**src/rtl/mem_port_arbiter.sv**
```systemverilog
// Fetch/data arbiter for a single-ported memory: data wins ties, grants alternate on completion.
// Optional performance counters are compiled in with `define MEM_ARB_PERF_CNT_EN.
module mem_port_arbiter #(
    parameter int ADDR_W  = 32,
    parameter int DATA_W  = 32,
    parameter int TIMEOUT = 64
) (
    input  logic                clk_i,
    input  logic                rst_ni,

    input  logic                if_req_i,
    input  logic [ADDR_W-1:0]   if_addr_i,
    output logic                if_ack_o,
    output logic [DATA_W-1:0]   if_rdata_o,
    output logic                if_stall_o,

    input  logic                dm_req_i,
    input  logic                dm_we_i,
    input  logic [ADDR_W-1:0]   dm_addr_i,
    input  logic [DATA_W-1:0]   dm_wdata_i,
    input  logic [DATA_W/8-1:0] dm_be_i,
    output logic                dm_ack_o,
    output logic [DATA_W-1:0]   dm_rdata_o,
    output logic                dm_stall_o,

    output logic                bus_err_o,

    output logic                mem_req_o,
    output logic                mem_we_o,
    output logic [ADDR_W-1:0]   mem_addr_o,
    output logic [DATA_W-1:0]   mem_wdata_o,
    output logic [DATA_W/8-1:0] mem_be_o,
    input  logic                mem_ack_i,
    input  logic [DATA_W-1:0]   mem_rdata_i,

    output logic [31:0]         perf_if_cnt_o,
    output logic [31:0]         perf_dm_cnt_o,
    output logic [31:0]         perf_conf_cnt_o
);

    localparam int BE_W = DATA_W / 8;
    localparam int WD_W = (TIMEOUT > 1) ? $clog2(TIMEOUT) : 1;

    typedef enum logic [1:0] {
        IDLE    = 2'd0,
        BUSY_IF = 2'd1,
        BUSY_DM = 2'd2
    } state_t;

    state_t              state_q;
    logic [WD_W-1:0]     wd_q;
    logic                mem_req_q;
    logic                mem_we_q;
    logic [ADDR_W-1:0]   mem_addr_q;
    logic [DATA_W-1:0]   mem_wdata_q;
    logic [BE_W-1:0]     mem_be_q;

    logic busy;
    logic expire;
    logic done;
    logic grant_if_d;
    logic grant_dm_d;

    assign busy = (state_q == BUSY_IF) || (state_q == BUSY_DM);

    // wd_q counts completed BUSY cycles, so it equals TIMEOUT-1 in the TIMEOUT-th one
    generate
        if (TIMEOUT == 0) begin : g_no_wd
            assign expire = 1'b0;
        end else begin : g_wd
            assign expire = busy && (wd_q == WD_W'(TIMEOUT - 1));
        end
    endgenerate

    assign done = busy && (mem_ack_i || expire);

    always_comb begin
        grant_if_d = 1'b0;
        grant_dm_d = 1'b0;
        case (state_q)
            IDLE: begin
                grant_dm_d = dm_req_i;
                grant_if_d = !dm_req_i && if_req_i;
            end
            BUSY_IF: grant_dm_d = done && dm_req_i;
            BUSY_DM: grant_if_d = done && if_req_i;
            default: ;
        endcase
    end

    always_ff @(posedge clk_i or negedge rst_ni) begin
        if (!rst_ni) begin
            state_q     <= IDLE;
            wd_q        <= '0;
            mem_req_q   <= 1'b0;
            mem_we_q    <= 1'b0;
            mem_addr_q  <= '0;
            mem_wdata_q <= '0;
            mem_be_q    <= '0;
        end else if (grant_dm_d) begin
            state_q     <= BUSY_DM;
            wd_q        <= '0;
            mem_req_q   <= 1'b1;
            mem_we_q    <= dm_we_i;
            mem_addr_q  <= dm_addr_i;
            mem_wdata_q <= dm_wdata_i;
            mem_be_q    <= dm_be_i;
        end else if (grant_if_d) begin
            state_q     <= BUSY_IF;
            wd_q        <= '0;
            mem_req_q   <= 1'b1;
            mem_we_q    <= 1'b0;
            mem_addr_q  <= if_addr_i;
            mem_wdata_q <= '0;
            mem_be_q    <= '1;
        end else if (done) begin
            state_q     <= IDLE;
            mem_req_q   <= 1'b0;
        end else if (busy) begin
            wd_q        <= wd_q + 1'b1;
        end
    end

    assign mem_req_o   = mem_req_q;
    assign mem_we_o    = mem_we_q;
    assign mem_addr_o  = mem_addr_q;
    assign mem_wdata_o = mem_wdata_q;
    assign mem_be_o    = mem_be_q;

    assign if_ack_o   = done && (state_q == BUSY_IF);
    assign dm_ack_o   = done && (state_q == BUSY_DM);
    assign if_rdata_o = (if_ack_o && mem_ack_i) ? mem_rdata_i : '0;
    assign dm_rdata_o = (dm_ack_o && mem_ack_i) ? mem_rdata_i : '0;
    assign bus_err_o  = done && !mem_ack_i;
    assign if_stall_o = if_req_i && !if_ack_o;
    assign dm_stall_o = dm_req_i && !dm_ack_o;

`ifdef MEM_ARB_PERF_CNT_EN
    logic [31:0] perf_if_q;
    logic [31:0] perf_dm_q;
    logic [31:0] perf_conf_q;

    always_ff @(posedge clk_i or negedge rst_ni) begin
        if (!rst_ni) begin
            perf_if_q   <= '0;
            perf_dm_q   <= '0;
            perf_conf_q <= '0;
        end else begin
            if (if_ack_o) perf_if_q <= perf_if_q + 32'd1;
            if (dm_ack_o) perf_dm_q <= perf_dm_q + 32'd1;
            if (if_req_i && dm_req_i && !(if_ack_o && dm_ack_o))
                perf_conf_q <= perf_conf_q + 32'd1;
        end
    end

    assign perf_if_cnt_o   = perf_if_q;
    assign perf_dm_cnt_o   = perf_dm_q;
    assign perf_conf_cnt_o = perf_conf_q;
`else
    assign perf_if_cnt_o   = '0;
    assign perf_dm_cnt_o   = '0;
    assign perf_conf_cnt_o = '0;
`endif

endmodule
```
**config.mk**
```make
export PLATFORM = sky130hd
export DESIGN_NAME = mem_port_arbiter
export DESIGN_NICKNAME = d
export VERILOG_FILES = /design/src/rtl/mem_port_arbiter.sv
export SDC_FILE = /design/constraint.sdc
export NUM_CORES = 1
export LEC_CHECK = 0
export ABC_AREA = 1
export BUFFER_PORTS_ARGS = -buffer_cell sky130_fd_sc_hd__buf_2
export CAP_MARGIN = 20
export CORE_AREA = 2 2 145 147
export CTS_CLUSTER_DIAMETER = 60
export DETAILED_ROUTE_END_ITERATION = 8
export DIE_AREA = 0 0 147 149
export HOLD_SLACK_MARGIN = 0.08
export PLACE_DENSITY = 0.58
export SLEW_MARGIN = 20
export SYNTH_ARGS = -nofsm -noshare
export SYNTH_HDL_FRONTEND = slang
export SYNTH_SLANG_ARGS = --single-unit
```
**constraint.sdc**
```tcl
create_clock -name clk_i -period 1.89 [get_ports clk_i]
set_input_delay 0.0945 -clock clk_i [delete_from_list [all_inputs] [get_ports clk_i]]
set_output_delay 0.0945 -clock clk_i [all_outputs]
set_load 0.05 [all_outputs]
```
# Word level (Yosys, flattened, before mapping)
# Index checks and enable logic that the tools add are counted.
op_classes:
  add_sub_neg: 1
  n_eq_ne: 4
  muxes: 22
  n_reduce_logical: 23
op_table:
  columns: ["op", "n"]
  rows:
  - ["2-to-1 mux 32 bit", 6]
  - ["2-to-1 mux 6 bit", 4]
  - ["logical AND 1 bit", 12]
  - ["2-to-1 mux 4 bit", 2]
  - ["adder 6 x 1 -> 6 bit, second input constant", 1]
  - ["equality test 6 bit, second input constant", 1]
  - ["2-to-1 mux 2 bit", 3]
  - ["nonzero test 3 bit", 2]
  - ["2-to-1 mux 1 bit", 5]
  - ["logical NOT 1 bit", 4]
  - ["one-hot mux 1 bit (2 select lines)", 2]
  - ["inequality test 3 x 1 -> 1 bit, second input constant", 1]
  - ["equality test 2 x 1 -> 1 bit, second input constant", 1]
  - ["equality test 2 bit, second input constant", 1]
  - ["logical NOT 2 bit", 1]
  - ["logical OR 1 bit", 2]
  - ["AND reduction 2 bit", 1]
  - ["nonzero test 2 bit", 1]
word_totals:
  register_bits: 78
  inputBits: 138
  out_inout_bits: 235
  wordCells: 57

# Longest topological paths before layout
# Gate-level depths: netlist of the first run.
logic_depth:
  depth_word: 9
  ltp_mapped: 10
  ltp_nobuf: 9

# Worst setup path after synthesis of the first run
# Ideal clock, no wire load.
synth_path:
  path_type: "register -> output"
  startpoint: "reg state_q[0]"
  endpoint: "out dm_rdata_o[10]"
  arrival_time_ns: 2.480
  t_required_ns: 1.796
  path_slack_ns: -0.684
  stages_incl_launch_ff: 9
  n_path_buf: 2
  path_cell_list: "dfrtp_1 inv_1 ha_1 clkbuf_1 nand3_2 inv_1 nand2_1 clkbuf_1 nor2_1"
synth_between:
  elab_chain_len: 8
  word_cells_on_any_way: 9
  cone_classes: "eq/ne (2); mux (1); reduce/logical (6)"
synth_rtl:
  columns: ["element", "line_no", "rtl"]
  rows:
  - ["start: declaration", "50", "state_t state_q;"]
  - ["start signal: assignment", "93", "state_q <= IDLE;"]
  - ["start signal: assignment", "101", "state_q <= BUSY_DM;"]
  - ["start signal: assignment", "109", "state_q <= BUSY_IF;"]
  - ["equality test 2 x 1 -> 1 bit or equality test 2 bit (tied branches)", "64, 131", null]
  - ["logical OR 1 bit", "64", "assign busy = (state_q == BUSY_IF) || (state_q == BUSY_DM);"]
  - ["logical AND 1 bit", "71", "assign expire = busy && (wd_q == WD_W'(TIMEOUT - 1));"]
  - ["logical OR 1 bit", "75", "assign done = busy && (mem_ack_i || expire);"]
  - ["logical AND 1 bit", "75", null]
  - ["logical AND 1 bit *", "131", "assign dm_ack_o = done && (state_q == BUSY_DM);"]
  - ["via dm_ack_o", "22", "output logic dm_ack_o,"]
  - ["logical AND 1 bit *", "133", "assign dm_rdata_o = (dm_ack_o && mem_ack_i) ? mem_rdata_i : '0;"]
  - ["2-to-1 mux 32 bit *", "133", null]
  - ["end: declaration", "23", "output logic [DATA_W-1:0] dm_rdata_o,"]
# Mark *: on every way through the listed nets, which the timed path passes. The rest lies on a longest branch.

# Final worst setup path of the first run
layout_path:
  startpoint: "reg wd_q[1]"
  endpoint: "out dm_rdata_o[11]"
layout_between:
  elab_chain_len: 7
layout_rtl:
  columns: ["element", "line_no", "rtl"]
  rows:
  - ["start: declaration", "51", "logic [WD_W-1:0] wd_q;"]
  - ["start signal: assignment", "120", "wd_q <= wd_q + 1'b1;"]
  - ["equality test 6 bit", "71", null]
  - ["logical AND 1 bit", "71", null]
  - ["logical OR 1 bit", "75", null]
  - ["logical AND 1 bit", "75", null]
  - ["logical AND 1 bit", "131", null]
  - ["logical AND 1 bit", "133", null]
  - ["2-to-1 mux 32 bit", "133", null]
# Every way passes these cells.

==> results of run 1 <==
-- cell type report --
type / count / area [um2]
clock buffers: 9 / 225
flip-flops and latches: 78 / 1950
well taps: 275 / 344
multi-input cells: 526 / 2660
inverters: 48 / 184
fillers: 2027 / 11900
repair buffers: 397 / 3190
clock inverters: 7 / 81.3
-- worst max-delay path by stage --
stage          cells after the start             end  slack (ns)    start
3_5_place_dp                       9  dm_rdata_o[11]        0.07  wd_q[1]
5_1_grt                            9   dm_rdata_o[0]       -0.18  wd_q[1]
6_report                           9  dm_rdata_o[11]       -0.09  wd_q[1]
2_1_floorplan                      8  dm_rdata_o[10]      0.0001  wd_q[0]
3_3_place_gp                       9  dm_rdata_o[10]        0.12  wd_q[0]
4_1_cts                            9  dm_rdata_o[11]       -0.16  wd_q[1]
-- Yosys cell counts, types with 2 or more instances --
cell type  count
a21oi_1        4
buf_1          2
buf_2         10
buf_4        104
buf_6          9
clkbuf_1      15
dfrtp_1       78
ha_1           4
inv_1         48
nand2_1      193
nand2_2        2
nand3_1      143
nand3_2        2
nand4_1        2
nor2_1        72
-- cells in the final DEF (no fill, tap or decap) --
master,netlist,layout
inv_2,0,2
nor2_1,72,38
nor2_2,0,2
ha_4,0,1
bufinv_16,0,1
buf_16,0,4
nand2_8,0,5
clkbuf_16,0,19
xnor2_1,1,1
nand4_2,1,1
nand2_1,193,188
conb_1,1,96
clkinv_4,0,3
clkbuf_4,0,7
inv_1,48,45
dlygate4sd3_1,0,78
buf_12,0,10
clkinvlp_4,0,2
nor2_4,0,32
buf_8,0,2
xor2_1,1,1
nand3_2,2,4
o21a_2,0,1
nand3_1,143,139
a21oi_1,4,4
nand4_1,2,2
inv_6,0,2
nand2_4,0,3
or2_2,1,1
dfrtp_1,78,78
nor3_1,1,1
buf_4,104,21
nand3_4,0,2
buf_2,10,220
o21bai_4,1,1
ha_2,0,3
buf_6,9,45
-- layer usage --
layer,vias up,global-route usage
met5,-,0
met1,2622,0.172
met2,270,0.289
met4,0,0.0413
li1,2720,-
met3,15,0.0437
-- cells by family after synthesis --
kind of cell,count (synthesis),share of synthesized area
DFF,78,0.388
buffers and inverters,188,0.234
adders and majority gates,4,0.00996
and+or+nand+nor,417,0.354
AOI/OAI and AO/OA,6,0.00921
xor gates and xnor gates,2,0.00349
other,1,0.000746
-- repair_timing --
item / CTS / global route
pin swaps: 7 / 8
cloned: 2 / 14
endpoints found under the hold margin: 96 / 0
hold buffers: 78 / 0
resized for setup: 82 / 65
setup buffers: 5 / 4
setup endpoints to repair: 34 / 144
-- state kept, by name, indices dropped and copies added, names as in the netlist --
name and cells:
mem_req_o 1, mem_wdata_o 32, state_q 2, mem_be_o 4
mem_addr_o 32, wd_q 6, mem_we_o 1
-- critical path: stages (launching register included) --
cell        delay (ns)
dfrtp_1           0.37
ha_2              0.20
nand3_2           0.09
o21bai_4          0.16
nand3_4           0.09
clkinvlp_4        0.12
nand2_8           0.09
buf_16            0.17
nor2_4            0.10
buf_6             0.16
-- power by group through the flow --
stage	sequential, mW	clock (mW)	combinational, mW
after global placement	2.82	0	7.95
after floorplan	5.18	0	3.93
final	2.84	1.80	9.58
after global routing	2.92	1.93	10.2
after detailed placement	2.81	0	8.02
after CTS	2.82	1.86	8.45
==> flow_metrics.tcl, run 1 <==
set metrics [dict create \
    outcome "finished with violations" \
    violations "setup timing" \
    switching_power_mw 7.86 \
    p_leak_nw 4.82 \
    wl_met3_um 1580 \
    die_w_um 147 \
    gp_congestion 0.729 \
    clock-sinks 78 \
    tightest_slew_ns 0.524 \
    total_power_mw 14.2 \
    period_share 1.05 \
    coreArea_um2 20600 \
    initial_core_util 0.244 \
    synth.top_cell.area_share 0.388 \
    hpwl_um 11700 \
    ys_ff_latch 78 \
    hold_end "mem_addr_o[23]" \
    cts_buffers 9 \
    async_flop_share 1.00 \
    rows 53 \
    fin_util 0.420 \
    hold_ws_ns 0.0918 \
    drc_errors 0 \
    grt_overflow 0 \
    n_antenna_cell 0 \
    cts_tree "yes" \
    pwr-share-clk 0.127 \
    ios 373 \
    final_cells 1340 \
    top_layer_used "met4" \
    min_from "if_addr_i[23]" \
    clockBufferDepth 2 \
    setup_ws_ns -0.0934 \
    portBuffers 276 \
    power.internal_mw 6.35 \
    critPathCaptureType "primary output" \
    preCtsSetupSlack_ns 0.0710 \
    clkTransAtPathRegs_ns 0.06 \
    syn_avg_cell_area_um2 7.22 \
    rr_startpoint "wd_q[1]" \
    num_vias 5627 \
    min_path_cells 5 \
    syn_inst 696 \
    clk_latency_ns 0.35 \
    routedWlPerCell_um 15.3 \
    synth_ff_type "dfrtp_1" \
    final_cell_area_um2 8630 \
    worst_r2r_path_depth 10 \
    yosysWarnings 0 \
    worstSetupPathType "reg -> out" \
    drt-pass1-iter-count 5 \
    hold_violations 0 \
    arrival_ns 1.89 \
    via_per_inst 4.20 \
    ant_nets 0 \
    grt_use_total 0.154 \
    placed_area_um2 6650 \
    wirelength_um 20500 \
    cap_violations 0 \
    synth_top_cell_by_area "dfrtp_1" \
    crit_fanout 8 \
    start_kind "flip-flop" \
    synth_edf_count 0 \
    synthTopCellsByArea "dfrtp_1, buf_4, nand2_1" \
    grt_pass1_vias 5245 \
    htree_levels 3 \
    power_density_nw_per_um2 1650 \
    required_ns 1.80 \
    fin_skew_ns 0.00862 \
    syn_area_um2 5020 \
    met1Wirelength_um 8320 \
    power_frac_seq 0.200 \
    seq_area_frac_synth 0.388 \
    drt_iter0_drc 193 \
    drive_above_1_share 0.370 \
    antenna_found_initial 0 \
    rrSetupSlack_ns 0.07 \
    setup_viol 32 \
    layout_min_cycle_time_ns 1.98 \
    swShare 0.553 \
    synth_cell_types 23 \
    rsz0062_at_grt "yes" \
    die_y_um 149 \
    max_freq_ghz 0.504 \
    r2r-end "mem_addr_o[12]" \
    wl_met2_um 10400 \
    relSlewSlack 0.651 \
    worst_hold_path_type "in -> reg" \
    die_area_um2 21900 \
    tns_ns -2.33 \
    clockRootBuffer "clkbuf_16" \
    comb_power_share 0.674 \
    drv_slew 0 \
    area_growth_pct 71.8 \
    peakVddDrop_uv 1050 \
    placed_cells 1222 \
    grt_pass1_wl_um 26800 \
    final_nets 1202 \
    grt_start_max_net_pins 74 \
]
Power figures use the tool's default switching activity.
==> run 2, diff against run 1 <==
==> constraint.sdc (replaced) <==
create_clock -name clk_i -period 1.89 [get_ports clk_i]
set_input_delay 0.2835 -clock clk_i [delete_from_list [all_inputs] [get_ports clk_i]]
set_output_delay 0.2835 -clock clk_i [all_outputs]
set_load 0.05 [all_outputs]
==> flow_metrics.tcl, run 2 (synthesis results as in run 1) <==
set metrics [dict create \
    die_area_um2 21900 \
    rsz0062_at_grt "yes" \
    drc_errors 0 \
    drt_iter0_drc 163 \
    p_leak_nw 4.46 \
    grt_start_max_net_pins 79 \
    peakVddDrop_uv 877 \
    arrival_ns 1.94 \
    clockBufferDepth 2 \
    die_w_um 147 \
    drv_slew 0 \
    drive_above_1_share 0.426 \
    mostFrequentLayoutCells "buf_2, nand2_1, nand3_1, conb_1, dfrtp_1" \
    n_antenna_cell 0 \
    routedWlPerCell_um 14.7 \
    layout_min_cycle_time_ns 2.22 \
    period_share 1.17 \
    worstSetupPathType "reg -> out" \
    num_vias 5273 \
    violations "setup timing" \
    max_freq_ghz 0.450 \
    required_ns 1.61 \
    path_cells "ha_2 > nand3_2 > o21bai_4 > nand3_4 > clkinvlp_4 > nand2_4 > buf_12 > nor2_2 > buf_6" \
    setup_ws_ns -0.331 \
    drt-pass1-iter-count 4 \
    crit_fanout 15 \
    ant_nets 0 \
    slowest_stage "dfrtp_1" \
    placed_cells 1228 \
    grt_use_total 0.144 \
    gp_congestion 0.723 \
    wirelength_um 18600 \
    hpwl_um 11600 \
    grt_overflow 0 \
    final_cells 1261 \
    rows 53 \
    antenna_found_initial 0 \
    fin_skew_ns 0.00666 \
    via_per_inst 4.18 \
    placed_area_um2 6800 \
    grt_pass1_vias 4817 \
    power_density_nw_per_um2 1790 \
    ios 373 \
    critPathCaptureType "primary output" \
    die_y_um 149 \
    mostFrequentLayoutCell "buf_2" \
    final_nets 1123 \
    cap_violations 0 \
    nFillCells 2090 \
    preCtsSetupSlack_ns -0.0163 \
    grt_pass1_wl_um 24900 \
    clk_latency_ns 0.34 \
    clkTransAtPathRegs_ns 0.07 \
    total_power_mw 14.2 \
    outcome "finished with violations" \
    max_stage_delay_ns 0.35 \
    setup_viol 63 \
    final_cell_area_um2 7930 \
    clockRootBuffer "clkbuf_16" \
    initial_core_util 0.244 \
    portBuffers 276 \
    start_kind "flip-flop" \
    area_growth_pct 57.8 \
    cts_tree "yes" \
    clock-sinks 78 \
    hold_violations 0 \
    coreArea_um2 20600 \
    worst_hold_path_type "in -> reg" \
    cts_buffers 9 \
    htree_levels 3 \
]
[run 2: final timing paths]
path                            cells after the start               to  slack [ns]            start
worst max-delay path                                9    dm_rdata_o[0]       -0.33          wd_q[1]
worst min-delay path                                3  mem_wdata_o[26]        0.14   dm_wdata_i[26]
worst max register to register                     12    mem_addr_o[3]       -0.05          wd_q[1]
worst min register to register                      2  mem_wdata_o[19]        0.50  mem_wdata_o[19]
max in group asynchronous                           3    mem_addr_o[5]        1.02           rst_ni
min in group asynchronous                           3  mem_wdata_o[24]        0.50           rst_ni
[run 2: routing by layer]
metal | up-vias | GRT usage | part of all wire
met5 | - | 0 | 0
met4 | 0 | 0.0505 | 0.019
met3 | 21 | 0.0425 | 0.076
met2 | 244 | 0.260 | 0.50
met1 | 2455 | 0.161 | 0.40
li1 | 2553 | - | -
[run 2: through the flow]
stage	TNS (ns)	utilization	hold slack, ns
final	-8.32	0.386	0.140
after global placement	0	0.331	0.352
after floorplan	-5.29	-	-0.0121
after detailed placement	-0.0178	0.331	0.353
after global routing	-18.33	0.386	0.127
after CTS	-7.88	0.368	0.124
[run 2: layout make-up]
type	count	area, um2	share of cell area
flip-flops and latches	78	1950	0.246
clock buffers	9	225	0.0284
well taps	275	344	0.0434
repair buffers	319	2370	0.299
multi-input cells	525	2710	0.342
inverters	48	184	0.0232
clock inverters	7	145	0.0183
[run 2: worst max-delay path, delay by kind of cell, from the launching register on]
kind / cells / cell delay [ns]
compound gates: 1 / 0.15
simple gates: 4 / 0.42
fa+ha+maj: 1 / 0.20
buf+inv: 3 / 0.46
flops: 1 / 0.35
[run 2: timing repair]
item                                    in CTS  in global routing
pin swaps                                    3                  2
setup buffers                                3                  5
endpoints found under the hold margin       78                  0
endpoints found under the setup margin      68                109
hold buffers                                 1                  0
gates resized for setup                    114                 38
cloned                                       0                  9
[run 2: where the power goes]
part	switching, mW	internal [mW]
Combinational	6.56	2.68
Sequential	0.374	2.42
Clock	0.750	1.43
Total	7.68	6.54
